### src/rtl/dmem_arb_pkg.sv
// Shared types for the data-memory port arbiter: FSM states, grant encoding
// and the IDLE-state arbitration rule.
package dmem_arb_pkg;

  typedef enum logic [1:0] {
    IDLE     = 2'd0,
    CPU_BUSY = 2'd1,
    LDR_BUSY = 2'd2,
    CPU_DONE = 2'd3
  } arb_state_e;

  typedef enum logic [1:0] {
    GNT_NONE = 2'd0,
    GNT_CPU  = 2'd1,
    GNT_LDR  = 2'd2
  } grant_e;

  function automatic logic is_busy(input arb_state_e s);
    return (s == CPU_BUSY) || (s == LDR_BUSY);
  endfunction

  // The loader wins when the CPU is quiet or the loader has been starved.
  function automatic grant_e arbitrate(input logic cpu_req,
                                       input logic ldr_pending,
                                       input logic starved);
    if (ldr_pending && (!cpu_req || starved)) return GNT_LDR;
    if (cpu_req) return GNT_CPU;
    return GNT_NONE;
  endfunction

endpackage

### src/rtl/arb_timeout_counter.sv
// Transaction watchdog: counts enabled cycles since the last clear and flags
// expiry on the TIMEOUT-th cycle; reusable for any req/ack memory port.
module arb_timeout_counter #(
  parameter int TIMEOUT = 64
) (
  input  logic clk,
  input  logic rst,
  input  logic clr,
  input  logic en,
  output logic expire
);

  localparam int CNT_W = $clog2(TIMEOUT);
  localparam logic [CNT_W-1:0] CNT_LAST = CNT_W'(TIMEOUT - 1);

  logic [CNT_W-1:0] tmo_cnt_reg;
  logic [CNT_W-1:0] tmo_cnt_next;

  assign expire = (tmo_cnt_reg == CNT_LAST);

  // Holds at the last value so expiry stays visible until the next clear.
  always_comb begin
    tmo_cnt_next = tmo_cnt_reg;
    if (clr) begin
      tmo_cnt_next = '0;
    end else if (en && !expire) begin
      tmo_cnt_next = tmo_cnt_reg + 1'b1;
    end
  end

  always_ff @(posedge clk or posedge rst) begin
    if (rst) begin
      tmo_cnt_reg <= '0;
    end else begin
      tmo_cnt_reg <= tmo_cnt_next;
    end
  end

endmodule

### src/rtl/dmem_port_arbiter.sv
// Sequences the single-port data memory between the pipeline MEM stage and
// the loader port, with loader starvation control and a timeout watchdog.
module dmem_port_arbiter
  import dmem_arb_pkg::*;
#(
  parameter int ADDR_W       = 32,
  parameter int DATA_W       = 32,
  parameter int LDR_MAX_WAIT = 8,
  parameter int TIMEOUT      = 64
) (
  input  logic              clk,
  input  logic              rst,
  input  logic              cpu_rd,
  input  logic              cpu_wr,
  input  logic [ADDR_W-1:0] cpu_addr,
  input  logic [DATA_W-1:0] cpu_wdata,
  output logic [DATA_W-1:0] cpu_rdata,
  output logic              cpu_stall,
  input  logic              ldr_valid,
  input  logic              ldr_we,
  input  logic [ADDR_W-1:0] ldr_addr,
  input  logic [DATA_W-1:0] ldr_wdata,
  output logic              ldr_ready,
  output logic [DATA_W-1:0] ldr_rdata,
  output logic              mem_req,
  output logic              mem_we,
  output logic [ADDR_W-1:0] mem_addr,
  output logic [DATA_W-1:0] mem_wdata,
  input  logic [DATA_W-1:0] mem_rdata,
  input  logic              mem_ack,
  output logic              err,
  input  logic              err_clr
);

  localparam int STARVE_W = $clog2(LDR_MAX_WAIT + 1);
  localparam logic [STARVE_W-1:0] STARVE_MAX = STARVE_W'(LDR_MAX_WAIT);

  arb_state_e          state_reg, state_next;
  logic [STARVE_W-1:0] starve_cnt_reg, starve_cnt_next;
  logic                mem_req_reg, mem_req_next;
  logic                mem_we_reg, mem_we_next;
  logic [ADDR_W-1:0]   mem_addr_reg, mem_addr_next;
  logic [DATA_W-1:0]   mem_wdata_reg, mem_wdata_next;
  logic [DATA_W-1:0]   cpu_rdata_reg, cpu_rdata_next;
  logic [DATA_W-1:0]   ldr_rdata_reg, ldr_rdata_next;
  logic                ldr_ready_reg, ldr_ready_next;
  logic                err_reg, err_next;

  grant_e grant;
  logic   cpu_req;
  logic   ldr_pending;
  logic   starved;
  logic   busy;
  logic   done;
  logic   abort;
  logic   set_err;
  logic   tmo_expire;

  assign cpu_req   = cpu_rd | cpu_wr;
  assign cpu_stall = cpu_req & (state_reg != CPU_DONE);

  // The loader keeps ldr_valid up through its ldr_ready cycle; masking it
  // there stops the finished request from being granted a second time.
  assign ldr_pending = ldr_valid & ~ldr_ready_reg;
  assign starved     = (starve_cnt_reg == STARVE_MAX);
  assign grant       = (state_reg == IDLE) ? arbitrate(cpu_req, ldr_pending, starved)
                                           : GNT_NONE;

  assign busy  = is_busy(state_reg);
  assign done  = busy & mem_ack;
  assign abort = busy & ~mem_ack & tmo_expire;

  arb_timeout_counter #(
    .TIMEOUT (TIMEOUT)
  ) u_tmo (
    .clk    (clk),
    .rst    (rst),
    .clr    (grant != GNT_NONE),
    .en     (busy & ~mem_ack),
    .expire (tmo_expire)
  );

  always_comb begin
    state_next      = state_reg;
    starve_cnt_next = starve_cnt_reg;
    mem_req_next    = mem_req_reg;
    mem_we_next     = mem_we_reg;
    mem_addr_next   = mem_addr_reg;
    mem_wdata_next  = mem_wdata_reg;
    cpu_rdata_next  = cpu_rdata_reg;
    ldr_rdata_next  = ldr_rdata_reg;
    ldr_ready_next  = 1'b0;
    set_err         = 1'b0;

    if (!ldr_pending) begin
      starve_cnt_next = '0;
    end

    case (state_reg)
      IDLE: begin
        if (grant == GNT_LDR) begin
          state_next      = LDR_BUSY;
          mem_req_next    = 1'b1;
          mem_we_next     = ldr_we;
          mem_addr_next   = ldr_addr;
          mem_wdata_next  = ldr_wdata;
          starve_cnt_next = '0;
        end else if (grant == GNT_CPU) begin
          // A simultaneous read+write request is carried out as a write.
          state_next     = CPU_BUSY;
          mem_req_next   = 1'b1;
          mem_we_next    = cpu_wr;
          mem_addr_next  = cpu_addr;
          mem_wdata_next = cpu_wdata;
          set_err        = cpu_rd & cpu_wr;
          if (ldr_pending && !starved) begin
            starve_cnt_next = starve_cnt_reg + 1'b1;
          end
        end
      end

      CPU_BUSY, LDR_BUSY: begin
        if (done || abort) begin
          mem_req_next = 1'b0;
          set_err      = abort;
          if (state_reg == CPU_BUSY) begin
            state_next = CPU_DONE;
            if (abort) begin
              cpu_rdata_next = '0;
            end else if (!mem_we_reg) begin
              cpu_rdata_next = mem_rdata;
            end
          end else begin
            state_next     = IDLE;
            ldr_ready_next = 1'b1;
            if (abort) begin
              ldr_rdata_next = '0;
            end else if (!mem_we_reg) begin
              ldr_rdata_next = mem_rdata;
            end
          end
        end
      end

      CPU_DONE: begin
        state_next = IDLE;
      end

      default: begin
        state_next = IDLE;
      end
    endcase

    err_next = set_err | (err_reg & ~err_clr);
  end

  always_ff @(posedge clk or posedge rst) begin
    if (rst) begin
      state_reg      <= IDLE;
      starve_cnt_reg <= '0;
      mem_req_reg    <= 1'b0;
      mem_we_reg     <= 1'b0;
      mem_addr_reg   <= '0;
      mem_wdata_reg  <= '0;
      cpu_rdata_reg  <= '0;
      ldr_rdata_reg  <= '0;
      ldr_ready_reg  <= 1'b0;
      err_reg        <= 1'b0;
    end else begin
      state_reg      <= state_next;
      starve_cnt_reg <= starve_cnt_next;
      mem_req_reg    <= mem_req_next;
      mem_we_reg     <= mem_we_next;
      mem_addr_reg   <= mem_addr_next;
      mem_wdata_reg  <= mem_wdata_next;
      cpu_rdata_reg  <= cpu_rdata_next;
      ldr_rdata_reg  <= ldr_rdata_next;
      ldr_ready_reg  <= ldr_ready_next;
      err_reg        <= err_next;
    end
  end

  assign mem_req   = mem_req_reg;
  assign mem_we    = mem_we_reg;
  assign mem_addr  = mem_addr_reg;
  assign mem_wdata = mem_wdata_reg;
  assign cpu_rdata = cpu_rdata_reg;
  assign ldr_rdata = ldr_rdata_reg;
  assign ldr_ready = ldr_ready_reg;
  assign err       = err_reg;

endmodule

### config.mk
export PLATFORM = sky130hd
export DESIGN_NAME = dmem_port_arbiter
export DESIGN_NICKNAME = d
export VERILOG_FILES = /design/src/rtl/dmem_arb_pkg.sv /design/src/rtl/arb_timeout_counter.sv /design/src/rtl/dmem_port_arbiter.sv
export SDC_FILE = /design/constraint.sdc
export NUM_CORES = 1
export LEC_CHECK = 0
export ABC_CLOCK_PERIOD_IN_PS = 5200
export CORE_ASPECT_RATIO = 1.4
export CORE_MARGIN = 5
export CORE_UTILIZATION = 42
export CTS_BUF_LIST = sky130_fd_sc_hd__clkbuf_8 sky130_fd_sc_hd__clkbuf_16
export DETAILED_ROUTE_END_ITERATION = 16
export GPL_ROUTABILITY_DRIVEN = 0
export GPL_TIMING_DRIVEN = 0
export PLACE_DENSITY = 0.89
export SYNTH_ARGS = -nofsm -noshare
export SYNTH_HDL_FRONTEND = slang
export SYNTH_SLANG_ARGS = --single-unit
export TNS_END_PERCENT = 1
### constraint.sdc
create_clock -name clk -period 5.2 [get_ports clk]
set_input_delay 0.78 -clock clk [delete_from_list [all_inputs] [get_ports clk]]
set_output_delay 0.78 -clock clk [all_outputs]
set_load 0.01 [all_outputs]
# Word-level counts from Yosys, hierarchy flattened
# Cells that the tools add are included.
# W data, S select, Z words.
[classes]
eq_ne = 11
muxes = 39
reduce_logical = 20
bitwise = 13
add_sub_neg = 2
[op_table]
columns = ["cell", "count"]
rows = [
  ["$mux W32", 6],
  ["$mux W4", 5],
  ["$mux W2", 9],
  ["$mux W1", 14],
  ["$mux W6", 2],
  ["$reduce_and A4 Y1", 2],
  ["$reduce_bool A2 Y1", 4],
  ["$and A1 B1 Y1", 7],
  ["$add A6 B1 Y6 const B", 1],
  ["$eq A2 B2 Y1 const B", 3],
  ["$eq A6 B6 Y1 const B", 1],
  ["$pmux W2 S3", 1],
  ["$add A4 B1 Y4 const B", 1],
  ["$eq A2 B1 Y1 const B", 2],
  ["$eq A4 B4 Y1 const B", 1],
  ["$ne A2 B2 Y1 const B", 2],
  ["$not A1 Y1", 4],
  ["$pmux W1 S2", 2],
  ["$reduce_and A2 Y1", 2],
  ["$logic_and A1 B1 Y1", 3],
  ["$logic_not A1 Y1", 3],
  ["$logic_or A1 B1 Y1", 3],
  ["$ne A3 B1 Y1 const B", 1],
  ["$reduce_and A3 Y1", 1],
  ["4 further kinds", 5],
]
[totals]
input_bits = 168
reg_bits = 144
elab_cells = 96
output_inout_bits = 133

# Depth between registers and ports, before layout
# Gate-level depths: netlist (run 1).
[depth]
word_depth = 14
mapped_depth = 11

# Hierarchy
# Synthesis (run 1) repeated with hierarchy kept, for this count alone.
[hier_totals]
cells_unflattened = 575
hier_area_um2 = 6688.9
[modules_own_cells]
columns = ["mod", "n_inst", "cells_per_inst", "area_per_inst_um2"]
rows = [
  ["dmem_port_arbiter", 1, 538, 6319.8],
  ["arb_timeout_counter", 1, 37, 369.1],
]

# Worst setup path before layout (run 1)
# Ideal clock, no wire load.
[synth_timing]
path_kind = "input -> register"
startpoint = "input ldr_valid"
endpoint = "register mem_addr_reg[12], in the netlist mem_addr[12]"
path_slack_ps = 2793
stages = 8
arrival_time_ps = 2272
required_time_ps = 5065
n_path_buf = 3
setup_time_ps = 135
cell_sequence = "nor2b_1 -> clkbuf_1 -> nand3_1 -> ha_1 -> nand2b_1 -> clkbuf_1 -> clkbuf_1 -> o21ai_0"
[synth_via]
elab_chain_len = 8
word_cells_on_any_way = 10
[synth_lines]
columns = ["element", "line_no", "source"]
rows = [
  ["start: declaration", "dmem_port_arbiter.sv:19", "input logic ldr_valid,"],
  ["$and A1 B1 Y1 (*)", "dmem_port_arbiter.sv:64", "assign ldr_pending = ldr_valid & ~ldr_ready_reg;"],
  ["$logic_and A1 B1 Y1 (*)", "dmem_arb_pkg.sv:26", "if (ldr_pending && (!cpu_req || starved)) return GNT_LDR;"],
  ["$mux W1 (*)", "dmem_arb_pkg.sv:26", ""],
  ["$mux W2 (*)", "dmem_arb_pkg.sv:27", "if (cpu_req) return GNT_CPU;"],
  ["$mux W2 (*)", "dmem_port_arbiter.sv:66", "assign grant = (state_reg == IDLE) ? arbitrate(cpu_req, ldr_pending, starved)"],
  ["$eq A2 B2 Y1 / $eq A2 B1 Y1 (equally long branches)", "dmem_port_arbiter.sv:101, dmem_port_arbiter.sv:108", ""],
  ["$reduce_bool A2 Y1 (no line)", "-", ""],
  ["$reduce_and A2 Y1 (no line)", "-", ""],
  ["end signal: assignment", "dmem_port_arbiter.sv:174", "mem_addr_reg <= mem_addr_next;"],
  ["end: declaration", "dmem_port_arbiter.sv:42", "logic [ADDR_W-1:0] mem_addr_reg, mem_addr_next;"],
]
# Mark *: on every way between the ends. The rest lies on a longest branch, timed or not.
# A chain may end at the register's enable or synchronous reset.

# Worst setup path in the final report (run 1)
[layout_timing]
startpoint = "input ldr_valid"
endpoint = "register mem_addr_reg[9], in the netlist mem_addr[9]"
# Same word-level chain as after synthesis.

==> reports/qor.yml, run 1 <==
critical_path:
  crit_top_cell: "clkbuf_1"
  cp-start-kind: "input pin"
  cp-end-kind: "register"
  cp_slowest_cell: "clkdlybuf4s50_1"
  cp_max_fo: 10
  max_stage_delay_ns: 0.47
  reg2reg_slack_ns: 2.33
  cp_cell_sequence: "clkdlybuf4s50_1 -> nor2b_1 -> clkbuf_1 -> nand3_1 -> ha_1 -> nand2b_1 -> clkbuf_1 -> clkbuf_1 -> nand2_1 -> o21ai_0"
  crit_required_ns: 5.52
  cp.arrival_ns: 3.37
  ff2ff_path_depth: 11
  rr_startpoint: "state_reg[0]"
  rr_endpoint: "mem_addr[9]"
  worstSetupPathType: "in -> reg"
place:
  placedCellCount: 1182
  portBuffers: 300
  dpl.hpwl_um: 16600
  place_area_mm2: 0.00992
logic_synthesis:
  ys_warn_count: 0
  yosysUniqueCellTypes: 45
  netlist_area_mm2: 0.00664
  ys_ff_latch: 144
  synth_area_per_cell_um2: 9.70
  netlist_instances: 685
  yosys_most_used_dff: "dfrtp_1"
  synthArstFlopShare_pct: 100
  synth_edf_count: 0
  syn_nets: 863
  seq_area_frac_synth_pct: 54.2
cts:
  clock_sink_count: 144
  clk-insertion-delay-late_ns: 0.41
  cts-root-buf: "clkbuf_16"
  ctsHoldBuffers: 0
  path_clk_slew_ns: 0.06
  post_cts_buffers: 0
  htreeDepth: 4
  cts_made_buffers: 17
  cts_resized: 0
  cts_tree: "built"
  clk_path_buf_depth: 2
layout:
  regArea_mm2: 0.00360
  stdcell_count: 1214
  num-fill-cells: 1212
  layout.nets: 1183
  fin_util_pct: 67.6
  drive_gt1_share_pct: 6.29
  multiInputGateArea_mm2: 0.00275
  antenna_cells: 0
  area_growth_pct: 58.0
  final_cell_mix: "300 x clkdlybuf4s50_1, 203 x nand2_1, 144 x dfrtp_1"
  design_area_mm2: 0.0105
  layout_commonest_cell: "clkdlybuf4s50_1"
run_status:
  outcome: "completed"
timing:
  maxSlewHeadroom_pct: 51.4
  period_needed_ns: 3.05
  fin_skew_ns: 0.0170
  max_freq_mhz: 328
  worst_pin_slew_ns: 0.730
  rsz0062_at_grt: "no"
  finalHoldViolCount: 0
  whs_ns: 0.473
  finalCritPeriodShare_pct: 58.7
  finalSetupViolCount: 0
  slew_viol_final: 0
route:
  vias: 6186
  wl_per_cell_um: 17.4
  antenna_left: 0
  drc: 0
  drt_iter0_markers: 356
  wl_um: 21100
  via_per_inst: 5.10
  first_pass_iters: 7
floorplan:
  die_w_um: 116
  rows: 54
  die_y_um: 159
  initial_core_util_pct: 42.7
  fp.coreArea_mm2: 0.0155
  dieArea_mm2: 0.0185
  boundaryPins: 301
worst_hold_path:
  min-delay-start: "ldr_ready"
  whs_path_depth: 1
  min_path_type: "reg -> reg"
  whs_endpoint: "starve_cnt_reg[0]"
job:
  maxCapViolCount: 0
grt:
  grt_max_degree: 89
  gr-total-overflow: 0
  grt_pass1_vias: 6373
  grt_pass1_wl_um: 33000
  antenna_found_initial: 0
  grt_usage_pct: 22.7
power_and_ir_drop:
  power.density_mw_per_mm2: 534
  p_leak_nw: 4.42
  peakVddDrop_mv: 0.300
  finalPower_mw: 5.61
## cell usage after synthesis, types with 2 or more instances
| master | count | area share, % |
|---|---|---|
| nand2_1 | 203 | 11 |
| dfrtp_1 | 144 | 54 |
| o21ai_0 | 119 | 9.0 |
| mux2i_1 | 67 | 10 |
| clkbuf_1 | 24 | 1.4 |
| o21ai_1 | 17 | 1.3 |
| buf_2 | 16 | 1.2 |
| inv_1 | 12 | 0.68 |
| ha_1 | 10 | 1.9 |
| nand2b_1 | 7 | 0.66 |
| nand3_1 | 5 | 0.38 |
| a21oi_1 | 4 | 0.30 |
| nor2_1 | 4 | 0.23 |
| and3b_1 | 3 | 0.40 |
| buf_4 | 3 | 0.34 |
| buf_6 | 3 | 0.51 |
| nor2b_1 | 3 | 0.28 |
| nor3b_1 | 3 | 0.34 |
| o311ai_0 | 3 | 0.40 |
| a211o_1 | 2 | 0.26 |
| a311oi_1 | 2 | 0.26 |
| a31oi_1 | 2 | 0.19 |
| and4b_1 | 2 | 0.30 |
| clkbuf_2 | 2 | 0.15 |
| mux2_2 | 2 | 0.34 |
| nand4b_1 | 2 | 0.26 |
| nor3_1 | 2 | 0.15 |
| nor4_4 | 2 | 0.64 |
## final cells by class
type | instances | area share, %
clock buffer | 20 | 4.45
tap | 196 | 2.34
clock inverter | 12 | 1.03
sequential | 144 | 34.3
buffer | 49 | 2.29
inverter | 12 | 0.477
timing repair buffer | 301 | 28.9
multi-input combinational | 480 | 26.2
## through the flow
| step | setup WS [ns] | TNS (ns) |
|---|---|---|
| after detailed placement | 1.62 | 0 |
| after CTS | 2.05 | 0 |
| after floorplan | 0.554 | 0 |
| after global routing | 1.82 | 0 |
| final | 2.15 | 0 |
| after global placement | -1.40 | -200.84 |
## cells by family after synthesis
| group | share of synthesized area (%) |
|---|---|
| AOI/OAI and AO/OA | 12.5 |
| xor gates and xnor gates | 0.132 |
| adders and majority gates | 1.88 |
| buffers and inverters | 4.29 |
| DFF | 54.2 |
| muxes | 10.4 |
| and+or+nand+nor | 16.5 |
## power breakdown
part	total [mW]	switching, mW	internal (mW)
combinational	2.54	1.24	1.30
clock	1.18	0.481	0.698
sequential	1.89	0.274	1.62
## how the worst max path moves through the flow
| stage | from | endpoint | slack (ns) | cells after the start |
|---|---|---|---|---|
| final | ldr_valid | mem_addr[9] | 2.15 | 10 |
| after global routing | ldr_valid | mem_wdata[14] | 1.82 | 9 |
| after CTS | ldr_valid | mem_wdata[14] | 2.05 | 9 |
| after detailed placement | ldr_valid | mem_wdata[14] | 1.62 | 9 |
| after global placement | rst | mem_wdata[24] | -1.40 | 2 |
| after floorplan | rst | cpu_rdata[0] | 0.55 | 1 |
## metal layers
layer | vias to the layer above | GRT usage, % | share of wire [%]
met5 | - | 0 | 0
met1 | 2905 | 24.6 | 35
met4 | 0 | 9.60 | 3.4
met3 | 44 | 6.93 | 8.8
li1 | 2961 | - | -
met2 | 276 | 40.1 | 53
## worst max-delay path: cells and delay by family
kind	cells	cell delay (ns)
compound gates	1	0.11
fa+ha+maj	1	0.30
simple gates	4	0.61
buf+inv	4	1.58
Power figures use the tool's default switching activity.
==> run 2: changes to the inputs <==
Settings changed: ABC_CLOCK_PERIOD_IN_PS 5200 to 3150.
Clock period 5.2 ns to 3.15 ns, I/O delays scaled along.
==> run 2 against run 1 <==
  * Non-clock buffer count up 2
  * Clock skew down 0.0050 ns
  * Count of clock-buffer cells in the layout down 3
  * Routed wire length about the same
  * Final area up 0.23%
  * Sequential power up 65%
==> reports/qor.yml, run 2 (synthesized netlist as in run 1, its figures left out) <==
run_status:
  outcome: "completed"
route:
  first_pass_iters: 5
  wl_per_cell_um: 17.4
  drt_iter0_markers: 465
  drc: 0
  antenna_left: 0
  vias: 6267
  wl_um: 21100
  via_per_inst: 5.15
grt:
  grt_max_degree: 44
  antenna_found_initial: 0
  gr-total-overflow: 0
  grt_usage_pct: 22.9
  grt_pass1_vias: 6547
  grt_pass1_wl_um: 33300
timing:
  maxSlewHeadroom_pct: 57.0
  rsz0062_at_grt: "no"
  finalSetupViolCount: 0
  slew_viol_final: 0
  period_needed_ns: 2.69
  finalCritPeriodShare_pct: 85.5
  fin_skew_ns: 0.0120
  finalHoldViolCount: 0
  worst_pin_slew_ns: 0.645
  max_freq_mhz: 371
cts:
  cts_made_buffers: 17
  path_clk_slew_ns: 0.07
  clock_sink_count: 144
  htreeDepth: 4
  clk-insertion-delay-late_ns: 0.42
  clk_path_buf_depth: 2
  cts-root-buf: "clkbuf_16"
  cts_tree: "built"
  post_cts_buffers: 0
layout:
  layout_commonest_cell: "clkdlybuf4s50_1"
  area_growth_pct: 58.4
  drive_gt1_share_pct: 6.76
  num-fill-cells: 1183
  layout.nets: 1185
  final_cell_mix: "300 x clkdlybuf4s50_1, 203 x nand2_1, 144 x dfrtp_1"
  stdcell_count: 1216
  design_area_mm2: 0.0105
  antenna_cells: 0
floorplan:
  die_w_um: 116
  initial_core_util_pct: 42.7
  rows: 54
  dieArea_mm2: 0.0185
  boundaryPins: 301
  fp.coreArea_mm2: 0.0155
  die_y_um: 159
power_and_ir_drop:
  finalPower_mw: 9.24
  peakVddDrop_mv: 0.464
  power.density_mw_per_mm2: 878
  p_leak_nw: 4.43
critical_path:
  crit_required_ns: 3.43
  cp_slowest_cell: "o311ai_0"
  cp-start-kind: "register"
  cp-end-kind: "register"
  worstSetupPathType: "reg -> reg"
  cp_cell_sequence: "inv_1 -> ha_1 -> clkbuf_1 -> o21ai_0 -> a21oi_1 -> inv_1 -> ha_1 -> buf_1 -> o311ai_0 -> o211ai_1"
  cp_max_fo: 10
  ff2ff_path_depth: 10
  max_stage_delay_ns: 0.43
  cp.arrival_ns: 2.97
place:
  place_area_mm2: 0.00995
  dpl.hpwl_um: 16700
  placedCellCount: 1184
  portBuffers: 300
job:
  maxCapViolCount: 0
worst_hold_path:
  min_path_type: "reg -> reg"
  whs_path_depth: 1
run 2: cell type report:
class | instances | area (um2) | share of cell area (%)
flip-flops and latches | 144 | 3600 | 34.2
repair buffers | 303 | 3060 | 29.1
multi-input cells | 480 | 2750 | 26.2
clock buffers | 17 | 425 | 4.04
well taps | 196 | 245 | 2.33
plain buffers | 49 | 243 | 2.31
clock inverters | 15 | 139 | 1.32
inverters | 12 | 48.8 | 0.464
run 2: path summary, 6_finish.rpt:
check                                   from                 to  slack (ns)
max in group asynchronous                rst      mem_wdata[29]        1.77
worst max register to register  state_reg[1]            mem_req        0.46
min in group asynchronous                rst      ldr_rdata[26]        0.48
worst max-delay path            state_reg[1]            mem_req        0.46
worst min register to register     ldr_ready  starve_cnt_reg[0]        0.46
worst min-delay path               ldr_ready  starve_cnt_reg[0]        0.46
run 2: critical path, delay by kind of cell, from the launching register on:
family	cells	cell delay (ns)
compound gates	4	0.92
flops	1	0.39
buf+inv	4	0.79
fa+ha+maj	2	0.44
run 2: repair_timing:
item | CTS | global route
resized for setup | 0 | 4
hold buffers | 0 | 0
endpoints found under the setup margin | 0 | 24
run 2: layer usage:
layer | share of wire (%) | track usage [%]
met3 | 9.3 | 7.31
met2 | 53 | 40.9
met5 | 0 | 0
met1 | 34 | 23.8
met4 | 3.9 | 10.4
run 2: per-stage QoR:
step           setup slack [ns]  hold slack [ns]  TNS [ns]  util, %
2_1_floorplan             0.872            0.481         0        -
3_3_place_gp             -0.378            0.451    -53.59     63.7
3_5_place_dp            -0.0804            0.450    -0.690     64.1
4_1_cts                   0.254            0.462         0     67.7
5_1_grt                  0.0819            0.494         0     67.7
6_report                  0.457            0.457         0     67.7
run 2: power breakdown:
part           switching (mW)  leakage [nW]  internal (mW)
sequential              0.453          1.82           2.67
combinational            2.02          2.34           2.15
clock                   0.899         0.270           1.04
total                    3.37          4.43           5.87
==> run 3: changes to the inputs <==
Settings changed: ABC_CLOCK_PERIOD_IN_PS 3150 to 2200, CORE_UTILIZATION 42 to 38, PLACE_DENSITY 0.89 to 0.85, SYNTH_HIERARCHICAL set to 1.
Clock period 3.15 ns to 2.2 ns, I/O delays scaled along.
==> run 3 against run 2 <==
  * Via count decreased by 9.3%
  * Combinational power increased by 70%
  * Die area increased by 10%
  * Highest routed layer unchanged
==> reports/qor.yml, run 3 <==
worst_hold_path:
  min_path_type: "in -> async"
critical_path:
  rr_endpoint: "mem_wdata[13]"
  rr_startpoint: "state_reg[1]"
  cp_max_fo: 10
  worstSetupPathType: "reg -> reg"
  max_stage_delay_ns: 0.40
  ff2ff_path_depth: 11
  crit_top_cell: "clkbuf_8"
  cp_slowest_cell: "dfrtp_1"
  cp_cell_sequence: "inv_2 -> ha_4 -> buf_8 -> o21ai_0 -> a21o_1 -> ha_1 -> and2_4 -> clkbuf_8 -> clkbuf_8 -> nor2_1 -> a21oi_2"
  crit_path_start: "state_reg[1]"
  crit_path_end: "mem_wdata[13]"
  cp-start-kind: "register"
  reg2reg_slack_ns: 0.008
  crit_required_ns: 2.50
  cp-end-kind: "register"
  cp.arrival_ns: 2.49
logic_synthesis:
  netlist_instances: 575
  synthTopCellsByCount: "144 x dfrtp_1, 75 x nor2_1, 67 x a21oi_1"
  syn_nets: 753
  ys_warn_count: 6
  synth_edf_count: 0
  yosys.area.top_type_share_pct: 53.9
  netlist_top_cells_area: "dfrtp_1 54%, mux2_2 10%, mux2i_1 9.7%, a21oi_1 5.0%, nor2_1 4.2%"
  synth_top_area_cell: "dfrtp_1"
  yosys_most_used_dff: "dfrtp_1"
  netlist_area_mm2: 0.00669
  synth_area_per_cell_um2: 11.6
  synthArstFlopShare_pct: 100
  seq_area_frac_synth_pct: 53.9
  ys_ff_latch: 144
  synth_most_common_cell: "dfrtp_1"
  yosysUniqueCellTypes: 48
layout:
  layout_commonest_cell: "clkdlybuf4s50_1"
  multiInputGateArea_mm2: 0.00297
  regArea_mm2: 0.00360
  final_cell_mix: "299 x clkdlybuf4s50_1, 143 x dfrtp_1, 65 x nor2_1"
  drive_gt1_share_pct: 20.0
  layout.nets: 1088
  num-fill-cells: 1337
  stdcell_count: 1159
  antenna_cells: 0
  area_growth_pct: 65.9
timing:
  setup_tns_ns: 0
  whs_ns: 0.209
  fin_skew_ns: 0.00926
  period_needed_ns: 2.19
  max_freq_mhz: 456
  finalCritPeriodShare_pct: 99.6
  slew_viol_final: 0
  finalHoldViolCount: 0
  rsz0062_at_grt: "yes"
  maxSlewHeadroom_pct: 56.7
  finalSetupViolCount: 0
  worst_pin_slew_ns: 0.649
power_and_ir_drop:
  peakVddDrop_mv: 0.618
  power.density_mw_per_mm2: 1340
  p_leak_nw: 4.41
  finalPower_mw: 14.8
place:
  placedCellCount: 1114
  dpl.hpwl_um: 16300
  portBuffers: 300
floorplan:
  rows: 57
  boundaryPins: 301
  die_w_um: 122
  dieArea_mm2: 0.0204
  initial_core_util_pct: 38.6
  die_y_um: 167
  fp.coreArea_mm2: 0.0173
route:
  wl_um: 21600
  via_per_inst: 4.91
  drt_iter0_markers: 233
  antenna_left: 0
  drc: 0
  wl_per_cell_um: 18.6
  first_pass_iters: 4
  vias: 5687
cts:
  clk_path_buf_depth: 2
  cts-root-buf: "clkbuf_16"
  cts_tree: "built"
  path_clk_slew_ns: 0.07
  htreeDepth: 4
  clock_sink_count: 144
  clk-insertion-delay-late_ns: 0.42
  cts_made_buffers: 17
run_status:
  outcome: "completed"
grt:
  grt_max_degree: 44
  grt_pass1_wl_um: 32500
  grt_pass1_vias: 5888
  met1_usage_pct: 22.5
  grtUsageMet3_pct: 5.70
  gr-total-overflow: 0
  antenna_found_initial: 0
  met2_usage_pct: 37.8
  grt_usage_pct: 20.8
  busiest_layer: "met2"
job:
  maxCapViolCount: 0
[run 3: timing repair]
item,CTS,global route
resized for setup,65,43
cloned,1,1
pin swaps,3,5
hold buffers,0,0
buffers inserted,8,5
endpoints found under the setup margin,139,136
[run 3: how the worst min path moves through the flow]
stage	from	end	slack, ns	cells past startpoint
floorplan	rst	u_tmo/tmo_cnt_reg[0]	0.12	1
global placement	cpu_rdata[20]	cpu_rdata[20]	0.47	1
detailed placement	ldr_rdata[29]	ldr_rdata[29]	0.48	1
CTS	rst	u_tmo/tmo_cnt_reg[2]	0.20	2
global route	rst	u_tmo/tmo_cnt_reg[1]	0.21	2
finish	rst	u_tmo/tmo_cnt_reg[1]	0.21	2
[run 3: power breakdown]
part | internal, mW | switching, mW | total (mW)
Clock | 1.83 | 1.20 | 3.03
Combinational | 4.05 | 3.07 | 7.12
Sequential | 3.94 | 0.733 | 4.67
[run 3: cell families (layout without fill, tap and decap cells)]
group / after synthesis / in the layout / share of synthesized area [%]
flops: 144 / 144 / 53.9
mux: 131 / 131 / 20.8
simple gates: 145 / 145 / 10.8
compound gates: 94 / 94 / 8.79
buf+inv: 50 / 398 / 3.65
fa+ha+maj: 10 / 10 / 1.87
xor+xnor: 1 / 1 / 0.131
[run 3: critical path, delay by kind of cell (launching register included)]
family / cells / cell delay, ns
AOI/OAI and AO/OA: 3 / 0.38
adders and majority gates: 2 / 0.45
buffers and inverters: 4 / 0.53
DFF: 1 / 0.40
and+or+nand+nor: 2 / 0.31
[run 3: area by class of cell]
type / instances / share of cell area [%]
inverters: 15 / 0.541
clock buffers: 18 / 3.96
multi-input cells: 381 / 26.8
flip-flops and latches: 144 / 32.5
well taps: 236 / 2.66
clock inverters: 14 / 1.64
repair buffers: 318 / 28.9
plain buffers: 33 / 3.09
[run 3: metal layers]
metal	vias up	wire, um
li1	2668	-
met1	2751	7730
met2	228	11800
met3	40	1460
met4	0	631
met5	-	0
[run 3: metrics by stage]
step                util [%]  cell area, um2  worst slack (ns)
floorplan                  -            6690            -0.236
global placement        57.6            9990             -1.11
detailed placement      58.0           10100             -1.15
CTS                     63.0           10900           -0.0104
global route            64.0           11100           -0.0598
finish                  64.0           11100           0.00842
